**src/rtl/mult_sched_pkg.sv**
```systemverilog
// Shared constants for the multiplier scheduler: operand width and FSM state encoding.
package mult_sched_pkg;

   localparam int unsigned OP_W = 8;

   typedef enum logic [2:0] {
      IDLE   = 3'd0,
      LOAD   = 3'd1,
      RUN    = 3'd2,
      SETTLE = 3'd3,
      DONE   = 3'd4
   } state_t;

endpackage

```
**src/rtl/rr_arbiter.sv**
```systemverilog
// Combinational round-robin pick: first asserted request at or after ptr, wrapping.
module rr_arbiter #(
   parameter  int unsigned NUM_REQ = 4,
   localparam int unsigned IW      = $clog2(NUM_REQ)
) (
   input  logic [NUM_REQ-1:0] req,
   input  logic [IW-1:0]      ptr,
   output logic [IW-1:0]      grant,
   output logic               valid
);

   int unsigned idx;
   logic [IW-1:0] sel;

   always_comb begin
      grant = '0;
      valid = 1'b0;
      idx   = 0;
      sel   = '0;
      for (int unsigned i = 0; i < NUM_REQ; i++) begin
         idx = 32'(ptr) + i;
         if (idx >= NUM_REQ) begin
            idx = idx - NUM_REQ;
         end
         sel = IW'(idx);
         if (!valid && req[sel]) begin
            valid = 1'b1;
            grant = sel;
         end
      end
   end

endmodule

```
**src/rtl/mult_sched.sv**
```systemverilog
// Shares one 8-bit multiplier among NUM_REQ requesters with a req/ack handshake.
// Optional RUN timeout with err output is enabled by defining MULT_SCHED_TIMEOUT_EN.
module mult_sched
   import mult_sched_pkg::*;
#(
   parameter  int unsigned NUM_REQ    = 4,
   parameter  int unsigned SETTLE_CYC = 1,
   parameter  int unsigned MAX_CYC    = 15,
   localparam int unsigned IW         = $clog2(NUM_REQ)
) (
   input  logic                    Clk,
   input  logic                    Reset,
`ifdef MULT_SCHED_TIMEOUT_EN
   output logic                    err,
`endif
   input  logic [NUM_REQ-1:0]      req,
   input  logic [OP_W*NUM_REQ-1:0] a_in,
   input  logic [OP_W*NUM_REQ-1:0] b_in,
   output logic [NUM_REQ-1:0]      ack,
   output logic [OP_W-1:0]         result,
   output logic                    sat,
   output logic [IW-1:0]           grant_id,
   output logic                    busy,
   output logic [OP_W-1:0]         mul_a,
   output logic [OP_W-1:0]         mul_b,
   output logic                    mul_rst,
   input  logic [OP_W-1:0]         mul_p,
   input  logic                    mul_fim,
   input  logic                    mul_sat
);

   state_t          state_q, state_d;
   logic [IW-1:0]   rr_ptr_q, rr_next;
   logic [IW-1:0]   grant_id_q;
   logic [OP_W-1:0] mul_a_q, mul_b_q;
   logic [OP_W-1:0] result_q, cap_result;
   logic            sat_q, cap_sat;
   logic [1:0]      settle_q, settle_d;
   logic            latch, capture;
   logic [IW-1:0]   arb_grant;
   logic            arb_valid;

`ifdef MULT_SCHED_TIMEOUT_EN
   logic [7:0]      run_cnt_q, run_cnt_d;
   logic            err_q, err_d;
`endif

   rr_arbiter #(
      .NUM_REQ (NUM_REQ)
   ) u_arb (
      .req   (req),
      .ptr   (rr_ptr_q),
      .grant (arb_grant),
      .valid (arb_valid)
   );

   always_comb begin
      if (grant_id_q == IW'(NUM_REQ - 1)) begin
         rr_next = '0;
      end else begin
         rr_next = grant_id_q + 1'b1;
      end
   end

   always_comb begin
      state_d    = state_q;
      settle_d   = settle_q;
      latch      = 1'b0;
      capture    = 1'b0;
      cap_result = mul_p;
      cap_sat    = mul_sat;
`ifdef MULT_SCHED_TIMEOUT_EN
      run_cnt_d  = run_cnt_q;
      err_d      = err_q;
`endif
      unique case (state_q)
         IDLE: begin
            if (arb_valid) begin
               latch   = 1'b1;
               state_d = LOAD;
            end
         end
         LOAD: begin
`ifdef MULT_SCHED_TIMEOUT_EN
            run_cnt_d = '0;
`endif
            state_d = RUN;
         end
         RUN: begin
            if (mul_fim) begin
               if (SETTLE_CYC == 0) begin
                  capture = 1'b1;
                  state_d = DONE;
               end else begin
                  settle_d = '0;
                  state_d  = SETTLE;
               end
`ifdef MULT_SCHED_TIMEOUT_EN
            end else if (run_cnt_q == 8'(MAX_CYC - 1)) begin
               // Give up on the multiplier: report a saturated zero and flag it.
               capture    = 1'b1;
               cap_result = '0;
               cap_sat    = 1'b1;
               err_d      = 1'b1;
               state_d    = DONE;
            end else begin
               run_cnt_d = run_cnt_q + 8'd1;
`endif
            end
         end
         SETTLE: begin
            if (32'(settle_q) + 1 >= SETTLE_CYC) begin
               capture = 1'b1;
               state_d = DONE;
            end else begin
               settle_d = settle_q + 2'd1;
            end
         end
         DONE: begin
`ifdef MULT_SCHED_TIMEOUT_EN
            err_d = 1'b0;
`endif
            state_d = IDLE;
         end
         default: state_d = IDLE;
      endcase
   end

   always_ff @(posedge Clk or negedge Reset) begin
      if (!Reset) begin
         state_q    <= IDLE;
         rr_ptr_q   <= '0;
         grant_id_q <= '0;
         mul_a_q    <= '0;
         mul_b_q    <= '0;
         result_q   <= '0;
         sat_q      <= 1'b0;
         settle_q   <= '0;
      end else begin
         state_q  <= state_d;
         settle_q <= settle_d;
         if (latch) begin
            grant_id_q <= arb_grant;
            mul_a_q    <= a_in[arb_grant*OP_W +: OP_W];
            mul_b_q    <= b_in[arb_grant*OP_W +: OP_W];
         end
         if (capture) begin
            result_q <= cap_result;
            sat_q    <= cap_sat;
         end
         if (state_q == DONE) begin
            rr_ptr_q <= rr_next;
         end
      end
   end

`ifdef MULT_SCHED_TIMEOUT_EN
   always_ff @(posedge Clk or negedge Reset) begin
      if (!Reset) begin
         run_cnt_q <= '0;
         err_q     <= 1'b0;
      end else begin
         run_cnt_q <= run_cnt_d;
         err_q     <= err_d;
      end
   end

   assign err = err_q;
`endif

   // Decoded from state so reset drives mul_rst high without waiting for a clock.
   always_comb begin
      ack = '0;
      if (state_q == DONE) begin
         ack[grant_id_q] = 1'b1;
      end
   end

   assign mul_rst  = (state_q == IDLE) || (state_q == LOAD) || (state_q == DONE);
   assign busy     = (state_q != IDLE);
   assign result   = result_q;
   assign sat      = sat_q;
   assign grant_id = grant_id_q;
   assign mul_a    = mul_a_q;
   assign mul_b    = mul_b_q;

endmodule
```
**config.mk**
```make
export PLATFORM = sky130hd
export DESIGN_NAME = mult_sched
export DESIGN_NICKNAME = d
export VERILOG_FILES = /design/src/rtl/mult_sched_pkg.sv /design/src/rtl/rr_arbiter.sv /design/src/rtl/mult_sched.sv
export SDC_FILE = /design/constraint.sdc
export NUM_CORES = 1
export LEC_CHECK = 0
export ABC_AREA = 1
export CORE_MARGIN = 2
export CORE_UTILIZATION = 40
export DETAILED_ROUTE_END_ITERATION = 7
export HOLD_SLACK_MARGIN = 0.06
export PLACE_DENSITY = 0.88
export SLEW_MARGIN = 20
export SYNTH_ARGS = -nofsm -noshare
export SYNTH_HDL_FRONTEND = slang
export SYNTH_SLANG_ARGS = --single-unit
```
**constraint.sdc**
```tcl
create_clock -name Clk -period 2.4 [get_ports Clk]
set_input_delay 0.6 -clock Clk [delete_from_list [all_inputs] [get_ports Clk]]
set_output_delay 0.6 -clock Clk [all_outputs]
set_load 0.02 [all_outputs]
```
==> results of run 1 <==
[critical path, delay by kind of cell]
kind,cells,cell delay (ps)
buffers and inverters,4,840
AND/OR/NAND/NOR,10,890
[kinds of logic (layout without fill, tap and decap cells)]
family / Yosys count / in the layout
buffers and inverters: 85 / 201
adders and majority gates: 6 / 6
and+or+nand+nor: 225 / 225
DFF: 34 / 34
AOI/OAI and AO/OA: 29 / 29
[final cells by class]
cell class                      count  area, um2  area share [%]
Sequential cell                    34        851            22.9
Clock buffer                        5       68.8            1.85
Clock inverter                      2       10.0           0.269
Tap cell                           75       93.8            2.52
Inverter                           73        277            7.43
Multi-Input combinational cell    260       1230            33.0
Timing Repair Buffer              121       1190            32.1
[synthesized netlist by cell type (all sizes together)]
| cell type | n |
|---|---|
| ha | 6 |
| buf | 11 |
| clkbuf | 1 |
| a21oi | 5 |
| dfrtp | 34 |
| nand2 | 157 |
| o22ai | 1 |
| nor2 | 16 |
| nand3 | 37 |
| a221oi | 1 |
| nand4 | 14 |
| o21ai | 22 |
| nor3 | 1 |
| inv | 73 |
[registers in the layout, indices dropped and copies added (netlist names)]
register / flops
result: 8
grant_id: 2
rr_ptr_q: 2
settle_q: 2
mul_b: 8
state_q: 3
sat: 1
mul_a: 8
[path summary, 6_finish.rpt]
path                            depth (start not counted)         to        start
max in group asynchronous                               1   mul_a[6]        Reset
worst min register to register                          2  result[7]    result[7]
worst max register to register                         14   mul_b[2]  rr_ptr_q[0]
min in group Clk                                        2  result[7]    result[7]
worst min-delay path                                    1   mul_b[4]        Reset
worst max-delay path                                   14   mul_b[2]       req[3]
[through the flow]
stage | TNS (ps) | hold WS, ps | area (um2) | std cells | setup WS [ps]
after global placement | 0 | 463 | 3640 | 563 | 24.4
final | 0 | 383 | 3720 | 570 | 244
after CTS | 0 | 406 | 3720 | 570 | 4.43
after detailed placement | -197 | 471 | 3640 | 563 | -37.6
after global routing | 0 | 426 | 3720 | 570 | 72.5
after floorplan | 0 | 304 | 2430 | 379 | 617
[where the power goes]
group	leakage, nW	switching [mW]	internal, mW
clock network	0.0438	0.198	0.195
registers	0.422	0.205	0.866
logic	1.51	2.26	1.50
[metal layers]
| metal | global-route usage [%] | share of wire, % | up-vias |
|---|---|---|---|
| li1 | - | - | 1392 |
| met1 | 25.9 | 43 | 1244 |
| met2 | 35.5 | 49 | 97 |
| met3 | 5.49 | 7.0 | 9 |
| met4 | 5.33 | 1.2 | 0 |
| met5 | 0 | 0 | - |
[what timing repair did]
item / in CTS / in global routing
resized for setup: 4 / 1
pin swaps: 0 / 0
endpoints found under the setup margin: 4 / 1
endpoints found under the hold margin: 0 / 0
==> results by group, run 1 <==
Logic synthesis
  – Number of synthesized register bits: 34
  – Synth Area in Compound Gates: under 10%
  – Netlist cell types: 24
  – Synth area leaders: dfrtp_1 (35%), nand2_1 (23%), inv_1 (11%), nand3_1 (6.6%), nand4_1 (3.6%)
  – Synthesized area: roughly 2400 um2
  – Mapped Cells: about 380
  – Synth Area in Simple Gates: between 40% and 50%
  – Largest family of logic cells by synthesized area: simple AND/OR/NAND/NOR gates
  – Mapped Nets: between 400 and 500
  – Mean Syn Cell Area: approximately 6.4 um2
  – Xor/xnor share of the synthesized area: 0%
  – Synth warn: 0
  – Top cell type's share of synthesized area: a little over a third
  – Seq/Total Area, Yosys: about a third
  – Post-Synth Adder-Cell Area: roughly 3.1%
  – Mux share of post-synthesis cell area: 0%
  – Area leader, netlist: dfrtp_1

Worst setup path
  – Cell repeated most along the worst path: nand2_1
  – Crit path max-delay cell type: clkdlybuf4s50_1
  – Critical-path maximum fanout: 50
  – R2R setup slack: 330 ps
  – Startpoint types: input port
  – Cell Chain, Critical Path: clkdlybuf4s50_1 -> inv_1 -> nand2_1 -> nand3_1 -> nand2_1 -> inv_1 -> nand3_4 -> nand3_2 -> buf_12 -> nand2_1 -> nand3_1 -> nand2_1 -> nand2_1 -> nand2_1
  – WP data required: around 2600 ps
  – Crit Path Class: input port to flip-flop
  – Crit-path max cell delay: about 420 ps
  – Critical path data arrival time: between 2000 and 2500 ps
  – Crit. End Element: flip-flop

Cells and area
  – Most frequent cells in the layout: nand2_1 (150), clkdlybuf4s50_1 (106), inv_1 (69)
  – Share of cells above drive strength 1: 7.47%
  – Area growth, synth to finish: 53.4%
  – Post-layout util: ~63%
  – Number of fill cells: roughly 520
  – Most common cell after layout, fill and taps aside: nand2_1
  – Ant diodes: 0
  – # nets final: 581

Floorplan
  – Die H: around 82 um
  – Die width: just over 80 um
  – Initial cell density of the core: between 40 and 50%
  – DIE AREA: 6700 um2
  – Core area: around 5900 um2
  – Io pins: 113
  – Std cell rows: 28

Clock network
  – CTS Hold Buffers Added: 0
  – Clock Tree Root: clkbuf_8
  – Clock Tree Buf Depth: 2
  – Post-CTS Setup Bufs: 0
  – CTS tree: built
  – CTS buffer count: 5
  – Clock latency on the worst-skew pair: roughly 280 ps
  – H-tree depth: 2
  – Clk pin slew, worst setup/hold paths: 70 ps
  – CTS Sinks: 34

Timing
  – Max Slew Vio Count: 0
  – Hold Vio Cnt, Final: 0
  – Unrepaired setup endpoints after global routing: no
  – Worst-Margin Slew: roughly 740 ps
  – Max-Slew Margin vs Limit: 50.5%
  – Crit path time final: approximately 2200 ps
  – Final period util: approximately 90%
  – Final setup fails: 0
  – Clk_skew: 6.01 ps
  – FMAX: around 460 MHz

Global route
  – Largest net degree at the start of global routing: between 50 and 60
  – Vias in the first global route: 2590
  – First-pass GRT wire length: 11.1 mm
  – Initial antenna violation count: 0
  – Tot GR Track Use: between 20% and 30%
  – Global route overflow: 0

Power
  – P per Cell Area: around 1400 nW/um2
  – LEAKAGE: 1.98 nW
  – Peak VDD IR: roughly 0.7 mV
  – Design Power: 5.22 mW

Detailed routing
  – Wire per inst: roughly 12 um
  – Antenna-violating nets left: 0
  – DRT iter0 DRCs: 131
  – Routed via count: ~2700
  – Vias per cell: about 4.8
  – DRC violations left: 0
  – Final WL: 6.67 mm
  – Pre-antenna DRT Iters: 4

Place
  – Detail Placement HPWL: 5.30 mm
  – RePlAce Congestion: 0.879
  – # port buffers: between 100 and 150

Outcome
  – Outcome: completed

Flow run
  – Max_cap viols: 0

Hold path
  – Worst Hold Class: input port to async pin
Note: power is estimated with default switching activity, not from simulation.
==> run 2: changes to the inputs <==
==> constraint.sdc (replaced) <==
create_clock -name Clk -period 2.3 [get_ports Clk]
set_input_delay 0.575 -clock Clk [delete_from_list [all_inputs] [get_ports Clk]]
set_output_delay 0.575 -clock Clk [all_outputs]
set_load 0.02 [all_outputs]
==> run 2 against run 1 <==
Against the previous run:
- sequential power is 6% higher
- global-route usage decreased by 0.12 points
- register-to-register slack worse by 40 ps
- routed wire length rose by 1.6%
- non-clock buffer count increased by 5
- critical path depth decreased by 10
- first-iteration DRC count decreased by 21%
- final cell count increased by 1.1%
- clock power is 40% higher
- count of clock-buffer cells in the layout did not move
- total power grew 9.5%
- critical endpoint is now ack[2]
- largest power group unchanged
==> results by group, run 2 (synthesized netlist as in run 1, its figures left out) <==
Floorplan
  – DIE AREA: about 6700 um2
  – Core area: roughly 5900 um2
  – Initial cell density of the core: roughly 41%
  – Die width: 81.9 um
  – Die H: slightly above 80 um
  – Std cell rows: 28
  – Io pins: approximately 110

Worst setup path
  – Crit. End Element: primary output
  – WP data required: 1730 ps
  – Worst R2R Path Depth: 9
  – R2R Path Start: state_q[1]
  – R2R setup slack: 290 ps
  – Critical-path maximum fanout: 8
  – Startpoint types: flip-flop
  – Critical path data arrival time: approximately 1600 ps
  – R2R Path End: settle_q[1]
  – Crit Path Class: flip-flop to primary output

Power
  – Sw Share: about 50%
  – Combinational share of power: between 70% and 80%
  – Seq pwr share: 19.7%
  – Design Power: around 5.7 mW
  – Clock network fraction of design power: roughly a tenth
  – Pint: 2.89 mW
  – P per Cell Area: between 1500 and 2000 nW/um2
  – Switch Pwr: ~2.8 mW
  – Peak VDD IR: roughly 0.86 mV
  – LEAKAGE: 2.00 nW

Clock network
  – Resize count post-CTS: 5
  – CTS Hold Buffers Added: 0
  – Clock Tree Buf Depth: 2
  – Clk pin slew, worst setup/hold paths: around 80 ps
  – CTS tree: built
  – Clock latency on the worst-skew pair: 280 ps
  – Clock Tree Root: clkbuf_8
  – CTS Sinks: 34
  – H-tree depth: 2
  – Post-CTS Setup Bufs: 0
  – CTS buffer count: 5

Detailed routing
  – Final WL: 6.78 mm
  – Wire per inst: about 12 um
  – Vias per cell: ~4.7
  – DRC violations left: 0
  – Antenna-violating nets left: 0
  – DRT iter0 DRCs: 103
  – Pre-antenna DRT Iters: 4
  – Routed via count: between 2000 and 3000

Place
  – # port buffers: 112
  – Placed Cells: 568
  – Detail Placement HPWL: approximately 5.4 mm
  – Placed Area: between 3000 and 4000 um2
  – RePlAce Congestion: 0.875

Outcome
  – Outcome: completed

Global route
  – First-pass GRT wire length: roughly 11 mm
  – Vias in the first global route: roughly 2600
  – Global route overflow: 0
  – Largest net degree at the start of global routing: approximately 50
  – Initial antenna violation count: 0
  – Tot GR Track Use: about a fifth

Timing
  – Hold Vio Cnt, Final: 0
  – Final setup fails: 0
  – Max-Slew Margin vs Limit: 49.8%
  – Final period util: between 90% and 100%
  – Clk_skew: around 8.2 ps
  – Setup TNS: 0 ps
  – Crit path time final: about 2200 ps
  – Worst-Margin Slew: ~750 ps
  – FMAX: between 400 and 500 MHz
  – Unrepaired setup endpoints after global routing: no
  – Max Slew Vio Count: 0

Flow run
  – Max_cap viols: 0

Cells and area
  – Most frequent cells in the layout: nand2_1 (150), clkdlybuf4s50_1 (106), inv_1 (69)
  – Flip-flop and latch area: 851 um2
  – # nets final: slightly below 600
  – Ant diodes: 0
  – Post-layout util: between 60% and 70%
  – Finished Cell Area: about 3800 um2
  – Area growth, synth to finish: 56.2%
  – Share of cells above drive strength 1: under 10%
  – Number of fill cells: around 500
  – Most common cell after layout, fill and taps aside: nand2_1
  – Multi-input gate area: approximately 1200 um2
  – Post-Layout Cell Count: approximately 580

Hold path
  – Worst Hold Class: input port to async pin
==> run 2: layout make-up <==
type | instances | share of cell area, %
multi-input combinational | 260 | 32.4
timing repair buffer | 126 | 32.4
sequential | 34 | 22.4
inverter | 73 | 7.30
tap | 75 | 2.48
clock buffer | 5 | 1.82
clock inverter | 3 | 1.19
==> run 2: through the flow <==
stage	worst slack (ps)	hold slack [ps]
after floorplan	542	279
after CTS	121	374
final	127	355
after detailed placement	-90.0	464
after global routing	0.389	395
after global placement	-22.1	463
==> run 2: worst max-delay path by stage <==
| stage | start | end | depth (start not counted) |
|---|---|---|---|
| finish | state_q[1] | ack[2] | 4 |
| global placement | req[3] | mul_b[2] | 15 |
| global route | state_q[1] | ack[2] | 4 |
| floorplan | req[3] | mul_a[1] | 13 |
| detailed placement | req[1] | mul_b[2] | 14 |
| CTS | state_q[1] | ack[2] | 4 |
==> run 2: per-layer routing <==
metal	part of all wire, %	routed length (um)	up-vias	GRT usage, %
met4	2.0	138	0	7.33
met2	49	3350	107	35.9
met1	41	2780	1202	24.8
met3	7.6	517	14	4.84
li1	-	-	1404	-
met5	0	0	-	0
==> run 2: critical path, stage by stage, from the launching register on <==
cell and delay (ps):
dfrtp_1 410, inv_1 120, nand3_1 230, nor2_1 200, dlygate4sd2_1 360
==> run 2: power by group through the flow <==
stage | Clock [mW] | Sequential (mW) | Combinational, mW
detailed placement | 0 | 1.13 | 4.07
global placement | 0 | 1.13 | 3.92
finish | 0.550 | 1.13 | 4.04
CTS | 0.564 | 1.12 | 4.07
floorplan | 0 | 1.35 | 2.43
global route | 0.584 | 1.16 | 4.53
==> run 3: changes to the inputs <==
--- a/config.mk
+++ b/config.mk
@@ -10,7 +10,7 @@
 export CORE_UTILIZATION = 40
 export DETAILED_ROUTE_END_ITERATION = 7
 export HOLD_SLACK_MARGIN = 0.06
-export PLACE_DENSITY = 0.88
+export PLACE_DENSITY = 0.89
 export SLEW_MARGIN = 20
 export SYNTH_ARGS = -nofsm -noshare
 export SYNTH_HDL_FRONTEND = slang
==> run 3 against run 2 <==
Against the previous run:
- via count up 1.7%
- global-route usage is 0.55 points higher
- clock skew shrank 2.3 ps
==> results by group, run 3 (synthesized netlist as in run 1, its figures left out) <==
Outcome
  – Outcome: completed

Detailed routing
  – Pre-antenna DRT Iters: 5
  – Final WL: between 6 and 7 mm
  – DRC violations left: 0
  – Vias per cell: between 4 and 5
  – Wire per inst: 12.1 um
  – Antenna-violating nets left: 0
  – Routed via count: around 2800
  – DRT iter0 DRCs: about 130

Power
  – P per Cell Area: 1500 nW/um2
  – Peak VDD IR: slightly above 0.7 mV
  – Combinational share of power: a little under three quarters
  – Pint: around 2.9 mW
  – Clock network fraction of design power: between 8 and 9%
  – Switch Pwr: ~2.9 mW
  – Sw Share: approximately half
  – LEAKAGE: slightly above 2 nW
  – Seq pwr share: a little under 20%

Cells and area
  – Post-layout util: 64.6%
  – # nets final: around 590
  – Area growth, synth to finish: 56.8%
  – Number of fill cells: between 500 and 600
  – Share of cells above drive strength 1: 8.58%
  – Most frequent cells in the layout: nand2_1 (150), clkdlybuf4s50_1 (106), inv_1 (69)
  – Ant diodes: 0
  – Finished Cell Area: approximately 3800 um2
  – Post-Layout Cell Count: 576
  – Most common cell after layout, fill and taps aside: nand2_1

Hold path
  – Worst Hold Class: input port to async pin

Worst setup path
  – Critical-path maximum fanout: approximately 50
  – Crit. End Element: flip-flop
  – R2R setup slack: 240 ps
  – Critical path data arrival time: around 2300 ps
  – WP data required: about 2500 ps
  – Startpoint types: input port
  – Crit Path Class: input port to flip-flop

Place
  – Detail Placement HPWL: ~5.5 mm
  – RePlAce Congestion: 0.885
  – Placed Area: around 3700 um2
  – Placement Setup Slack: -106 ps
  – Placed Cells: between 500 and 600
  – # port buffers: around 110

Clock network
  – Clock Tree Root: clkbuf_8
  – Post-CTS Setup Bufs: 0
  – CTS tree: built
  – H-tree depth: 2
  – Clock Tree Buf Depth: 2
  – CTS buffer count: 5
  – CTS Sinks: 34
  – Clock latency on the worst-skew pair: around 290 ps
  – Clk pin slew, worst setup/hold paths: 80 ps
  – CTS Hold Buffers Added: 0

Floorplan
  – Initial cell density of the core: 41.2%
  – Die H: just over 80 um
  – Std cell rows: 28
  – DIE AREA: 6700 um2
  – Core area: 5890 um2
  – Io pins: ~110
  – Die width: 81.9 um

Timing
  – Worst-Margin Slew: ~750 ps
  – Final period util: between 90% and 100%
  – Crit path time final: between 2000 and 2500 ps
  – Unrepaired setup endpoints after global routing: no
  – Final setup fails: 0
  – Hold Vio Cnt, Final: 0
  – Max Slew Vio Count: 0
  – FMAX: 469 MHz
  – Clk_skew: between 5 and 6 ps
  – Max-Slew Margin vs Limit: between 40% and 50%
  – Final WS setup: 166 ps

Global route
  – Met3 Use GR: roughly 4.7%
  – GR met2 Demand/Resource: 37.2%
  – GR peak layer: met2
  – Met1 GRT Util: 24.6%
  – Initial antenna violation count: 0
  – Tot GR Track Use: 21.2%
  – Global route overflow: 0
  – Largest net degree at the start of global routing: 52
  – First-pass GRT wire length: roughly 11 mm
  – Vias in the first global route: between 2000 and 3000

Flow run
  – Max_cap viols: 0
## run 3: final timing paths
path	endpoint	from	depth (start not counted)
worst max register to register	mul_a[3]	rr_ptr_q[0]	14
max in group asynchronous	result[3]	Reset	1
worst min register to register	result[7]	result[7]	2
worst min-delay path	result[7]	Reset	1
min in group Clk	result[7]	result[7]	2
worst max-delay path	mul_a[3]	req[3]	14
## run 3: through the flow
step / hold WS (ps) / power [mW] / TNS [ps]
after floorplan: 279 / 3.77 / 0
after global placement: 463 / 5.09 / -402
after detailed placement: 468 / 5.24 / -1510
after CTS: 375 / 5.75 / 0
after global routing: 403 / 6.27 / 0
final: 343 / 5.72 / 0
## run 3: what timing repair did
| item | CTS | global route |
|---|---|---|
| resized for setup | 4 | 1 |
| pin swaps | 0 | 0 |
| setup endpoints to repair | 4 | 1 |
## run 3: critical path, cell delays in order
cell	delay, ps
clkdlybuf4s50_1	430
inv_1	80
nand2_1	90
nand3_2	120
nand2_2	80
nor2_4	160
nand3_4	110
nand3_2	110
buf_12	210
nand2_1	100
nand3_1	90
nand2_1	60
nand2_1	50
nand2_1	40
## run 3: area by class of cell
| type | count | area (um2) | share of cell area [%] |
|---|---|---|---|
| Tap cell | 75 | 93.8 | 2.47 |
| Sequential cell | 34 | 851 | 22.4 |
| Inverter | 73 | 277 | 7.27 |
| Clock buffer | 6 | 82.6 | 2.17 |
| Clock inverter | 2 | 16.3 | 0.428 |
| Timing Repair Buffer | 126 | 1260 | 33.0 |
| Multi-Input combinational cell | 260 | 1230 | 32.3 |
## run 3: layer usage
metal  share of wire [%]  vias to the layer above
li1                    -                     1404
met1                  41                     1228
met2                  50                      123
met3                 7.3                       17
met4                 2.0                        0
met5                   0                        -
## run 3: power by group through the flow
stage | Sequential [mW] | Combinational [mW] | Clock (mW)
6_report | 1.13 | 4.10 | 0.485
5_1_grt | 1.17 | 4.58 | 0.521
4_1_cts | 1.13 | 4.12 | 0.500
3_5_place_dp | 1.13 | 4.11 | 0
3_3_place_gp | 1.13 | 3.97 | 0
2_1_floorplan | 1.35 | 2.43 | 0
==> variant: new RTL, config.mk and constraints of run 2 <==
Change the package constant `OP_W` from 8 to 7.
--- a/src/rtl/mult_sched_pkg.sv
+++ b/src/rtl/mult_sched_pkg.sv
@@ -2,5 +2,5 @@
 package mult_sched_pkg;
 
-   localparam int unsigned OP_W = 8;
+   localparam int unsigned OP_W = 7;
 
    typedef enum logic [2:0] {
Interface: changed (6 resized); port bits go from 113 to 101. No check against the original RTL was run, so the function may have changed too.
==> variant against run 2 <==
Worst setup slack better by 0.052 ns; synthesized area is 4.8% lower; cell area is 8.6% lower; wire length is 14% lower; final cell count is 10% lower; sequential cell count is 3 lower; combinational power is 15% lower; total power is 16% lower; largest power group unchanged; highest routed layer unchanged.
==> variant: results (changes against run 2) <==
global_routing:
  met1_usage_pct: 21.86  # -3.0 points
  grt_max_degree: 32  # -37%
  met3_usage_pct: 7.466  # +2.6 points
  gr-usage-met2_pct: 34.08  # -1.8 points
  grtUsageTotal_pct: 19.44  # -1.2 points
  grt_pass1_wl_um: 9818  # -9.8%
  grt_pass1_vias: 2304  # -10%
min_path:
  hold_path.class: "reg -> reg"
  min_to: "result[0]"
clocking:
  cts_resized: 4  # -1
  clk_latency_ns: 0.28  # about the same
  clk_pin_slew_ns: 0.06  # -0.02 ns
critical_path:
  max_stage_delay_ns: 0.48  # +0.07 ns
  critPathSlowestCell: "clkdlybuf4s50_1"
  rr_worst_depth: 11  # +2
  regToRegEndpoint: "mul_b[4]"
  path_max_fanout: 11  # +3
  start_kind: "input pin"
  critical_path_arrival_ns: 2.34  # +0.74 ns
  crit_path_end: "mul_b[4]"
  regToRegSetupSlack_ns: 0.28
  startpoint: "req[2]"
detailed_routing:
  routedWlPerCell_um: 11.19  # -4.9%
  route.met2.wl_um: 2842  # -15%
  wl_met3_um: 548  # +6.0%
  dr.first_iter.drc_count: 113  # +9.7%
  vias: 2414  # -11%
  wirelength_um: 5799  # -14%
placed_design:
  dp_cells: 512  # -9.9%
  hpwl_um: 4786  # -11%
  io_buffer_count: 100  # -11%
  post_dp_cell_area_mm2: 0.003392  # -7.9%
  gp_congestion: 0.9338  # +6.8%
power:
  ir_worst_vdd_uv: 1040  # +21%
  seq_power_mw: 0.998  # -12%
  combPwrFrac_pct: 71.4  # +0.7 points
  p_leak_nw: 1.791  # -11%
  p_int_mw: 2.407  # -17%
cells_and_area:
  drive_gt1_share_pct: 14.35  # +5.8 points
  layout.nets: 524  # -11%
yosys:
  synth_cells: 338  # -11%
  synth_adder_area_share_pct: 3.252  # +0.16 points
  yosysSeqAreaShare_pct: 33.60  # -1.5 points
  synth_common_cells: "nand2_1 (166), inv_1 (32), dfrtp_1 (31)"
  yosys-top-cells-area: "dfrtp_1 (34%), nand2_1 (27%), nand3_2 (5.6%), nand2_2 (5.4%), inv_1 (5.2%)"
run_status:
  status: "finished clean"
sta:
  finClkSkew_ns: 0.004012  # -0.004163 ns
  holdWs_ns: 0.4736  # +0.1186 ns
-- variant: area by class of cell --
| type | instances | area, um2 | area share, % |
|---|---|---|---|
| flip-flops and latches | 31 | 777.0 | 22.43 |
| multi-input cells | 260 | 1285 | 37.10 |
| repair buffers | 111 | 1094 | 31.58 |
| inverters | 38 | 145.1 | 4.191 |
| well taps | 72 | 90.09 | 2.601 |
| clock buffers | 6 | 72.57 | 2.095 |
-- variant: kinds of logic (layout without fill, tap and decap cells) --
kind of cell    after synthesis  count (layout)
simple gates                240             240
buf+inv                      47             155
flops                        31              31
compound gates               14              14
fa+ha+maj                     6               6
-- variant: worst max-delay path: cells and delay by family --
kind	cells	cell delay, ns
and+or+nand+nor	9	1.08
buffers and inverters	4	0.69
-- variant: per-stage QoR --
step	utilization [%]	power, mW	setup slack [ns]
final	62.51	4.829	0.1785
after detailed placement	61.22	4.473	-0.1104
after floorplan	-	3.493	0.5412
after global routing	62.51	5.323	0.01918
after global placement	61.22	4.369	-0.02899
after CTS	62.44	4.869	0.07994
